===== src/rtl/life_run_ctrl.sv =====
// Run sequencer for the 8x8 Game-of-Life datapath: seeds the grid, steps generations and
// stops on extinction, still life, period-2 oscillation, generation limit or abort.
module life_run_ctrl #(
    parameter int unsigned GEN_W = 16
) (
    input  logic             clk,
    input  logic             reset,
    input  logic             start,
    input  logic             abort,
    input  logic             seed_sel,
    input  logic             step_mode,
    input  logic             step,
    input  logic [GEN_W-1:0] gen_limit,
    input  logic [63:0]      Grid_Evolved,
    output logic [1:0]       a,
    output logic             busy,
    output logic             done,
    output logic [2:0]       status,
    output logic [GEN_W-1:0] gen_count
);

    typedef enum logic [2:0] {
        StIdle,
        StLoad,
        StCapture,
        StEvolve,
        StCheck,
        StWaitStep,
        StDone
    } state_e;

    localparam logic [2:0] StatNone    = 3'b000;
    localparam logic [2:0] StatExtinct = 3'b001;
    localparam logic [2:0] StatStill   = 3'b010;
    localparam logic [2:0] StatPeriod2 = 3'b011;
    localparam logic [2:0] StatLimit   = 3'b100;
    localparam logic [2:0] StatAbort   = 3'b101;

    localparam logic [1:0] ModeLoadPreset = 2'b00;
    localparam logic [1:0] ModeEvolve     = 2'b01;
    localparam logic [1:0] ModeHold       = 2'b10;
    localparam logic [1:0] ModeLoadLfsr   = 2'b11;

    state_e           state_q;
    logic [63:0]      prev1_q;
    logic [63:0]      prev2_q;
    logic             prev2_valid_q;
    logic             seed_sel_q;
    logic [GEN_W-1:0] gen_limit_q;
    logic [2:0]       status_q;
    logic [GEN_W-1:0] gen_count_q;

    logic grid_zero;
    logic match_prev1;
    logic match_prev2;
    logic limit_hit;

    assign status    = status_q;
    assign gen_count = gen_count_q;

    // Moore decode; reset drives state to idle, so a returns to hold without a clock
    always_comb begin
        a    = ModeHold;
        busy = 1'b0;
        done = 1'b0;
        unique case (state_q)
            StLoad: begin
                a    = seed_sel_q ? ModeLoadLfsr : ModeLoadPreset;
                busy = 1'b1;
            end
            StEvolve: begin
                a    = ModeEvolve;
                busy = 1'b1;
            end
            StCapture, StCheck, StWaitStep: busy = 1'b1;
            StDone:                         done = 1'b1;
            default:                        ;
        endcase
    end

    always_comb begin
        grid_zero   = (Grid_Evolved == 64'd0);
        match_prev1 = (Grid_Evolved == prev1_q);
        match_prev2 = prev2_valid_q && (Grid_Evolved == prev2_q);
        limit_hit   = (gen_limit_q != '0) && (gen_count_q == gen_limit_q);
    end

    always_ff @(posedge clk or posedge reset) begin
        if (reset) begin
            state_q       <= StIdle;
            prev1_q       <= '0;
            prev2_q       <= '0;
            prev2_valid_q <= 1'b0;
            seed_sel_q    <= 1'b0;
            gen_limit_q   <= '0;
            status_q      <= StatNone;
            gen_count_q   <= '0;
        end else if (busy && abort) begin
            state_q  <= StDone;
            status_q <= StatAbort;
        end else begin
            unique case (state_q)
                StIdle, StDone: begin
                    if (start) begin
                        seed_sel_q    <= seed_sel;
                        gen_limit_q   <= gen_limit;
                        gen_count_q   <= '0;
                        status_q      <= StatNone;
                        prev2_valid_q <= 1'b0;
                        state_q       <= StLoad;
                    end
                end
                StLoad: state_q <= StCapture;
                StCapture: begin
                    prev1_q <= Grid_Evolved;
                    if (grid_zero) begin
                        status_q <= StatExtinct;
                        state_q  <= StDone;
                    end else begin
                        state_q <= step_mode ? StWaitStep : StEvolve;
                    end
                end
                StEvolve: begin
                    if (gen_count_q != '1) begin
                        gen_count_q <= gen_count_q + 1'b1;
                    end
                    state_q <= StCheck;
                end
                StCheck: begin
                    if (grid_zero) begin
                        status_q <= StatExtinct;
                        state_q  <= StDone;
                    end else if (match_prev1) begin
                        status_q <= StatStill;
                        state_q  <= StDone;
                    end else if (match_prev2) begin
                        status_q <= StatPeriod2;
                        state_q  <= StDone;
                    end else if (limit_hit) begin
                        status_q <= StatLimit;
                        state_q  <= StDone;
                    end else begin
                        prev2_q       <= prev1_q;
                        prev1_q       <= Grid_Evolved;
                        prev2_valid_q <= 1'b1;
                        state_q       <= step_mode ? StWaitStep : StEvolve;
                    end
                end
                StWaitStep: begin
                    if (step || !step_mode) begin
                        state_q <= StEvolve;
                    end
                end
                default: state_q <= StIdle;
            endcase
        end
    end

endmodule


===== config.mk =====
export PLATFORM = sky130hd
export DESIGN_NAME = life_run_ctrl
export DESIGN_NICKNAME = d
export VERILOG_FILES = /design/src/rtl/life_run_ctrl.sv
export SDC_FILE = /design/constraint.sdc
export NUM_CORES = 1
export LEC_CHECK = 0
export ABC_AREA = 1
export ABC_CLOCK_PERIOD_IN_PS = 5700
export BUFFER_PORTS_ARGS = -buffer_cell sky130_fd_sc_hd__clkbuf_2
export CORE_MARGIN = 2
export CORE_UTILIZATION = 50
export CTS_BUF_LIST = sky130_fd_sc_hd__clkbuf_4 sky130_fd_sc_hd__clkbuf_8 sky130_fd_sc_hd__clkbuf_16
export CTS_CLUSTER_DIAMETER = 200
export DETAILED_ROUTE_END_ITERATION = 8
export PLACE_DENSITY = 0.72
export SYNTH_ARGS = -nofsm -noshare
export SYNTH_HDL_FRONTEND = slang
export SYNTH_SLANG_ARGS = --single-unit
export TNS_END_PERCENT = 5

===== constraint.sdc =====
create_clock -name clk -period 5.7 [get_ports clk]
set_clock_uncertainty 0.2 [all_clocks]
set_input_delay 0.285 -clock clk [delete_from_list [all_inputs] [get_ports clk]]
set_output_delay 0.285 -clock clk [all_outputs]
set_load 0.01 [all_outputs]

# --- Word level (Yosys, flattened, before mapping) ---
# Cells that the tools add are included.
word_totals:
  register_bits: 168
  in_bits: 87
  output_inout_bits: 23
  word_cells: 91
classes:
  addsub: 1
  eq_ne: 20
  muxes: 36
  bitwise: 5
  reduce_logical: 21
ops:
  columns: ["cell", "n"]
  rows:
  - ["$mux 64", 4]
  - ["$eq 64x64->1", 2]
  - ["$pmux 64 s2", 1]
  - ["$logic_not 64->1", 1]
  - ["$mux 3", 16]
  - ["$mux 16", 2]
  - ["$pmux 16 s2", 1]
  - ["$pmux 3 s6", 1]
  - ["$add 16x1->16 const B", 1]
  - ["$eq 16x16->1", 1]
  - ["$ne 16x16->1 const B", 1]
  - ["$reduce_bool 16->1", 1]
  - ["$ne 2x2->1 const B", 6]
  - ["$reduce_and 6->1", 2]
  - ["$eq 3x3->1 const B", 3]
  - ["$ne 3x3->1 const B", 3]
  - ["$pmux 3 s3", 1]
  - ["$reduce_and 4->1", 2]
  - ["$mux 1", 7]
  - ["$reduce_and 7->1", 1]
  - ["$eq 3x2->1 const B", 2]
  - ["$ne 6x6->1 const B", 1]
  - ["$reduce_bool 2->1", 3]
  - ["$not 1->1", 5]
  - ["other kinds (13)", 15]

# --- Depth between registers and ports, before layout ---
# Gate-level depths: netlist of the first run.
depth:
  word_depth: 8
  depth_mapped: 16
  ltp_nobuf: 15

# --- Worst setup path after synthesis of the first run ---
# Ideal clock, no wire load.
synth_timing:
  path_type: "register -> register"
  startpoint: "register prev1_q[14]"
  endpoint: "register prev1_q[26]"
  setup_ns: 0.117
  t_arrival_ns: 1.666
  required_time_ns: 5.383
  setup_slack_ns: 3.717
  stages_incl_launch_ff: 14
  path_buffers: 2
  synth_period_minus_slack_ns: 1.983
  cell_sequence: "dfrtp_1 or2_1 a21oi_1 nand2_1 nor2_1 nand2_1 nor2_1 nand2_1 nand2_2 nand2_2 buf_6 buf_6 nand4_1 nand2_1"
synth_via:
  elab_chain_len: 3
synth_lines:
  columns: ["element", "line_no", "rtl"]
  rows:
  - ["start: declaration", "45", "logic [63:0] prev1_q;"]
  - ["start signal: assignment", "115", "prev1_q <= Grid_Evolved;"]
  - ["start signal: assignment", "144", "prev1_q <= Grid_Evolved;"]
  - ["$eq 64x64->1", "83", "match_prev1 = (Grid_Evolved == prev1_q);"]
  - ["$ne 2x2->1 (no line)", null, null]
  - ["$reduce_and 6->1 (no line)", null, null]
# No other way between the ends.
# A chain may end at the register's enable or synchronous reset.

# --- Final worst setup path of the first run ---
layout_timing:
  startpoint: "input port Grid_Evolved[13]"
  endpoint: "register prev2_valid_q"
layout_via:
  elab_chain_len: 4
  elab_cells_between_ends: 8
  cone_classes: "5 x eq/ne; 3 x reduce/logical"
layout_lines:
  columns: ["element", "line_no", "rtl"]
  rows:
  - ["start: declaration", "14", "input logic [63:0] Grid_Evolved,"]
  - ["$eq 64x64->1", "84", "match_prev2 = prev2_valid_q && (Grid_Evolved == prev2_q);"]
  - ["$logic_and 1x1->1", "84", null]
  - ["$ne 2x2->1 (no line)", null, null]
  - ["$reduce_and 7->1 (no line) (*)", null, null]
  - ["end signal: assignment", "93", "prev2_valid_q <= 1'b0;"]
  - ["end signal: assignment", "109", "prev2_valid_q <= 1'b0;"]
  - ["end signal: assignment", "145", "prev2_valid_q <= 1'b1;"]
  - ["end: declaration", "47", "logic prev2_valid_q;"]
# Every way passes the cells marked *; elsewhere a longest branch is shown, timed or not.

==> results of run 1 <==
## critical path: stages
cell and delay (ps):
dlygate4sd3_1 520, clkbuf_2 150, inv_1 90, nand2_1 90, nand2_1 60, nor2_1 160, nand2_1 90, nor2_1 100
nand2_1 60, nor2_1 310, nand3_2 220, nand3_2 110, nand3b_1 490, buf_4 650, o21ai_0 170
## Yosys cell counts, types with 3 or more instances
master	number	area, µm²
a21oi_1	14	70.1
buf_2	18	90.1
nor2_2	3	18.8
nand3_2	3	30.0
buf_4	3	22.5
xor2_1	22	193
nor3_1	15	75.1
nand4_1	96	601
buf_6	18	203
nand3b_1	5	37.5
o21ai_0	20	100
nand2_2	5	31.3
nor3b_1	3	22.5
o21a_1	3	22.5
clkbuf_1	11	41.3
xnor2_1	28	245
nand3_1	97	485
o31ai_1	4	30.0
inv_1	215	807
nand2_1	819	3070
and2_1	3	18.8
nor2_1	172	646
inv_2	18	67.6
dfrtp_1	168	4200
## cells in the final DEF, fill, tap and decap left out, types with 4 or more instances in the layout
master	count
xor2_1	22
nor3_1	15
buf_4	8
nand2_1	818
o31ai_1	4
nor2_1	172
clkbuf_16	17
a21oi_1	14
inv_8	4
dfrtp_1	168
clkbuf_2	109
nand2_2	6
nand3b_1	5
o21ai_0	20
nand3_1	97
inv_6	7
inv_1	214
dlygate4sd3_1	83
nand4_1	96
inv_2	18
xnor2_1	28
## area by class of cell
class | count | area share
Clock buffer | 18 | 0.0329
Timing Repair Buffer | 200 | 0.108
Clock inverter | 14 | 0.00976
Multi-Input combinational cell | 1331 | 0.441
Inverter | 233 | 0.0660
Tap cell | 285 | 0.0268
Sequential cell | 168 | 0.315
## power groups by stage
stage / sequential [µW] / clock [µW] / combinational (µW)
floorplan: 2090 / 0 / 2180
global placement: 2190 / 0 / 2660
global route: 2280 / 1220 / 3210
finish: 2200 / 1150 / 2800
detailed placement: 2200 / 0 / 2740
CTS: 2190 / 1160 / 2790
## state kept, by name (all words and copies together), names as in the netlist
signal / count
seed_sel_q: 1
state_q: 3
prev2_q: 64
prev1_q: 64
gen_count: 16
gen_limit_q: 16
status: 3
prev2_valid_q: 1
## metrics by stage
step / util / setup slack [ps] / cells
2_1_floorplan: - / 668 / 1786
3_3_place_gp: 0.532 / 2400 / 2134
3_5_place_dp: 0.532 / 2370 / 2134
4_1_cts: 0.594 / 2270 / 2249
5_1_grt: 0.594 / 1980 / 2249
6_report: 0.594 / 2210 / 2249
## kinds of logic after synthesis
kind of cell,after synthesis,synth area share
flip-flops,168,0.371
buffers and inverters,287,0.110
AO/OA/AOI/OAI,45,0.0226
XOR/XNOR,50,0.0386
AND/OR/NAND/NOR,1235,0.456
adder cells (fa/ha/maj),1,0.00110
## routing by layer
| metal | part of all wire | wire length (µm) | track usage | vias to the layer above |
|---|---|---|---|---|
| met1 | 0.45 | 15200 | 0.404 | 5339 |
| li1 | - | - | - | 5847 |
| met5 | 0 | 0 | 0 | - |
| met3 | 0.071 | 2430 | 0.0460 | 78 |
| met4 | 0.033 | 1140 | 0.121 | 0 |
| met2 | 0.45 | 15400 | 0.463 | 413 |
## worst paths after layout
| check | startpoint | endpoint | slack [ps] | depth (start not counted) |
|---|---|---|---|---|
| setup / recovery | Grid_Evolved[13] | prev2_valid_q | 2210 | 15 |
| hold reg to reg | prev2_q[35] | prev2_q[35] | 280 | 2 |
| setup reg to reg | prev2_q[14] | prev2_valid_q | 2350 | 10 |
| max in group asynchronous | reset | status[0] | 3790 | 4 |
| hold / removal | Grid_Evolved[44] | prev1_q[44] | 20 | 3 |
| min in group asynchronous | reset | prev2_q[41] | 300 | 3 |
==> flow_summary.ini, run 1 <==
[routing]
routed_wl_mm = 34.2
drtAntennaViolNets = 0
first_pass_iters = 6
drt_iter0_drc = 1192
num_vias = 11700
drc_errors = 0
post_drt_via_cell_ratio = 5.19
wl_per_cell_um = 15.2

[power_and_ir_drop]
p_int_uw = 3260
sw_frac_of_total = 0.470
p_clk_frac = 0.188
pwr-share-comb = 0.455
p_total_uw = 6150
p_leak_uw = 0.00744
seqPwrFrac = 0.358
vdd_drop_max_v = 0.000358
p_sw_uw = 2890
powerDensity_mw_per_mm2 = 461

[job]
cap_violations = 0

[sta]
slew_headroom = 0.241
tns_ps = 0
tightest_slew_ps = 1140
period_minus_slack_ps = 3490
drv_slew = 0
fin_crit_sh = 0.612
grt_setup_unrepaired = no
hold_viol = 0
clock.fmax_ghz = 0.287
setup_viol = 0
holdWs_ps = 16.1

[synth]
synth_warnings = 0
synth-edff-count = 0
ys_ff_latch = 168
synth_cell_types = 41
async_flop_share = 1.00
syn-cell-area_mm2 = 0.0113
synth_flop_cell = dfrtp_1
avgSynthCellArea_um2 = 6.35
synthCells = 1786
ys_seq_area_frac = 0.371
syn_nets = 1874

[setup_path]
required_ps = 5780
arrival_ps = 3560
startpoint_type = input pin
cp_max_fo = 51
end_kind = flop
critPathKind = in2reg

[placed_design]
hpwl_mm = 23.5
place_area_mm2 = 0.0119
port_buffers = 109
routabilityCongestion = 0.945

[cts]
cts_buffers = 17
ctsHoldBuffers = 83
htreeDepth = 4
clock_path_buffers = 2
post-cts-setup-buffer-count = 0
cts.reportedPaths.clkPinSlew_ps = 70
root_buffer = clkbuf_16
cts_resized = 0
numClockSinks = 168
cts_tree = yes
clk_latency_ps = 440

[floorplan]
floorplan.initialDensity = 0.505
num_rows = 55
die-area_mm2 = 0.0239
core-area_mm2 = 0.0224
die_x_um = 155
io_pins = 110
fp.dieH_um = 155

[global_route]
grt_pass1_vias = 11000
gr-total-overflow = 0
grt_pass1_wl_mm = 55.8
grt_max_degree = 67
grt_usage = 0.293
antenna_found_initial = 0

[layout]
diodes = 0
nFillCells = 2155
syn_to_final_growth_pct = 17.6
drive_gt1_frac = 0.0957
final_area_mm2 = 0.0133
nets = 2039
multiInputGateArea_mm2 = 0.00588
regArea_mm2 = 0.00420

[outcome]
status = completed

[min_path]
hold_class = in2reg
Power figures use the tool's default switching activity.
==> run 2: changes to the inputs <==
--- a/config.mk
+++ b/config.mk
@@ -6,14 +6,14 @@
 export NUM_CORES = 1
 export LEC_CHECK = 0
 export ABC_AREA = 1
-export ABC_CLOCK_PERIOD_IN_PS = 5700
+export ABC_CLOCK_PERIOD_IN_PS = 2900
 export BUFFER_PORTS_ARGS = -buffer_cell sky130_fd_sc_hd__clkbuf_2
 export CORE_MARGIN = 2
 export CORE_UTILIZATION = 50
 export CTS_BUF_LIST = sky130_fd_sc_hd__clkbuf_4 sky130_fd_sc_hd__clkbuf_8 sky130_fd_sc_hd__clkbuf_16
 export CTS_CLUSTER_DIAMETER = 200
 export DETAILED_ROUTE_END_ITERATION = 8
-export PLACE_DENSITY = 0.72
+export PLACE_DENSITY = 0.75
 export SYNTH_ARGS = -nofsm -noshare
 export SYNTH_HDL_FRONTEND = slang
 export SYNTH_SLANG_ARGS = --single-unit
==> constraint.sdc (replaced) <==
create_clock -name clk -period 2.9 [get_ports clk]
set_clock_uncertainty 0.2 [all_clocks]
set_input_delay 0.145 -clock clk [delete_from_list [all_inputs] [get_ports clk]]
set_output_delay 0.145 -clock clk [all_outputs]
set_load 0.01 [all_outputs]
==> flow_summary.ini, run 2 (same netlist as run 1, synthesis figures left out) <==
[setup_path]
r2r_cells = 11
required_ps = 3040
crit_buf_inv = 5
arrival_ps = 2930
r2r-start = state_q[2]
startpoint_type = input pin
path_cells = dlygate4sd3_1 > clkbuf_2 > nor2_2 > nand3_1 > nor2_1 > nand2_1 > nor2_2 > nand2_1 > buf_4 > inv_1 > nor2_1 > nor3_1 > nand2_1 > nand3_1 > nand2_1 > dlygate4sd3_1
cp_slowest_cell = dlygate4sd3_1
path_common_cell = nand2_1
max_stage_delay_ps = 560
critPathKind = in2reg
rrSetupSlack_ps = 120
crit_family = buffers and inverters
r2r-end = gen_limit_q[13]
end_kind = flop
cp_max_fo = 6

[floorplan]
fp.dieH_um = 155
io_pins = 110
num_rows = 55
core-area_mm2 = 0.0224
floorplan.initialDensity = 0.505
die-area_mm2 = 0.0239
die_x_um = 155

[placed_design]
port_buffers = 109
place_area_mm2 = 0.0126
hpwl_mm = 24.1
dp_cells = 2221
routabilityCongestion = 0.952

[global_route]
grt_usage = 0.302
met2_usage = 0.481
grt_pass1_wl_mm = 58.0
gr-total-overflow = 0
grt_pass1_vias = 11600
use_met3 = 0.0496
use_met1 = 0.415
grt.busiest_layer = met2
grt_max_degree = 137
antenna_found_initial = 0

[layout]
syn_to_final_growth_pct = 26.0
final_area_mm2 = 0.0143
utilization = 0.637
instances_no_fill = 2355
reg_top3 = prev1_q x64, prev2_q x64
layout_commonest_cell = nand2_1
layout_common_cells = 818 x nand2_1, 212 x inv_1, 169 x nor2_1, 168 x dfrtp_1, 109 x clkbuf_2
nets = 2145
drive_gt1_frac = 0.136
diodes = 0

[cts]
clock_path_buffers = 2
root_buffer = clkbuf_16
clk_latency_ps = 450
cts_buffers = 17
cts.reportedPaths.clkPinSlew_ps = 80
htreeDepth = 4
numClockSinks = 168
post-cts-setup-buffer-count = 0
cts_tree = yes

[routing]
num_vias = 12300
wl_per_cell_um = 15.0
drc_errors = 0
drt_iter0_drc = 1183
drtAntennaViolNets = 0
post_drt_via_cell_ratio = 5.21
first_pass_iters = 5
routed_wl_mm = 35.4

[power_and_ir_drop]
powerDensity_mw_per_mm2 = 919
vdd_drop_max_v = 0.000676
p_leak_uw = 0.00797

[sta]
clock.fmax_ghz = 0.358
tns_ps = 0
holdWs_ps = 195
grt_setup_unrepaired = yes
period_minus_slack_ps = 2790
hold_viol = 0
drv_slew = 0
slew_headroom = 0.436
setup_viol = 0
fin_crit_sh = 0.962
tightest_slew_ps = 845

[outcome]
status = completed

[job]
cap_violations = 0

[min_path]
hold_class = in2async
[run 2: cell count changes in the layout (fill, tap and decap cells not counted), moves of 2 or more]
cell and delta:
inv_2 +2, dlygate4sd3_1 +18, inv_8 +3, buf_4 +81, nor2_1 -3, buf_12 +5
inv_6 -5, clkinv_8 +4, nor2_2 +3, inv_1 -2
[run 2: worst max-delay path by stage]
stage,from,end,slack [ps],cells after the start
finish,Grid_Evolved[0],state_q[0],110,16
CTS,gen_limit_q[2],prev2_q[16],90,9
global route,Grid_Evolved[48],state_q[0],-70,16
detailed placement,gen_limit_q[2],prev2_q[40],-120,10
floorplan,reset,gen_count[0],410,1
global placement,gen_limit_q[2],prev2_q[44],-70,10
[run 2: repair_timing]
item / in CTS / in global routing
pin swaps: 1 / 1
hold buffers: 101 / 0
setup endpoints to repair: 19 / 37
resized for setup: 0 / 7
cloned: 1 / 0
endpoints found under the hold margin: 261 / 0
[run 2: worst reg2reg max path: stages (launching register included)]
cell           delay [ps]
dfrtp_1               470
inv_2                 100
nor2_2                 40
inv_2                 140
nand2_1                70
nor2_1                200
nand2_1               120
inv_2                 150
nand2_1                70
dlygate4sd3_1         560
nand2_1                60
dlygate4sd3_1         550
[run 2: layer usage]
layer,vias to the layer above,part of all wire
met5,-,0
met4,0,0.032
met3,78,0.078
met2,539,0.45
met1,5598,0.44
li1,6046,-
[run 2: cell type report]
type	count	area [µm²]
inverters	233	878
multi-input cells	1332	5900
well taps	285	357
fillers	2004	8140
repair buffers	305	2340
clock buffers	17	425
clock inverters	15	186
flip-flops and latches	168	4200
[run 2: power by group]
part / internal, µW / switching (µW)
Clock: 1180 / 1210
Sequential: 3350 / 882
Combinational: 2580 / 3940
Total: 7110 / 6030
[run 2: per-stage QoR]
stage	setup WS [ps]	total power (µW)
floorplan	414	8400
global placement	-67.3	10200
detailed placement	-123	10400
CTS	87.2	13000
global route	-69.5	14200
finish	109	13100
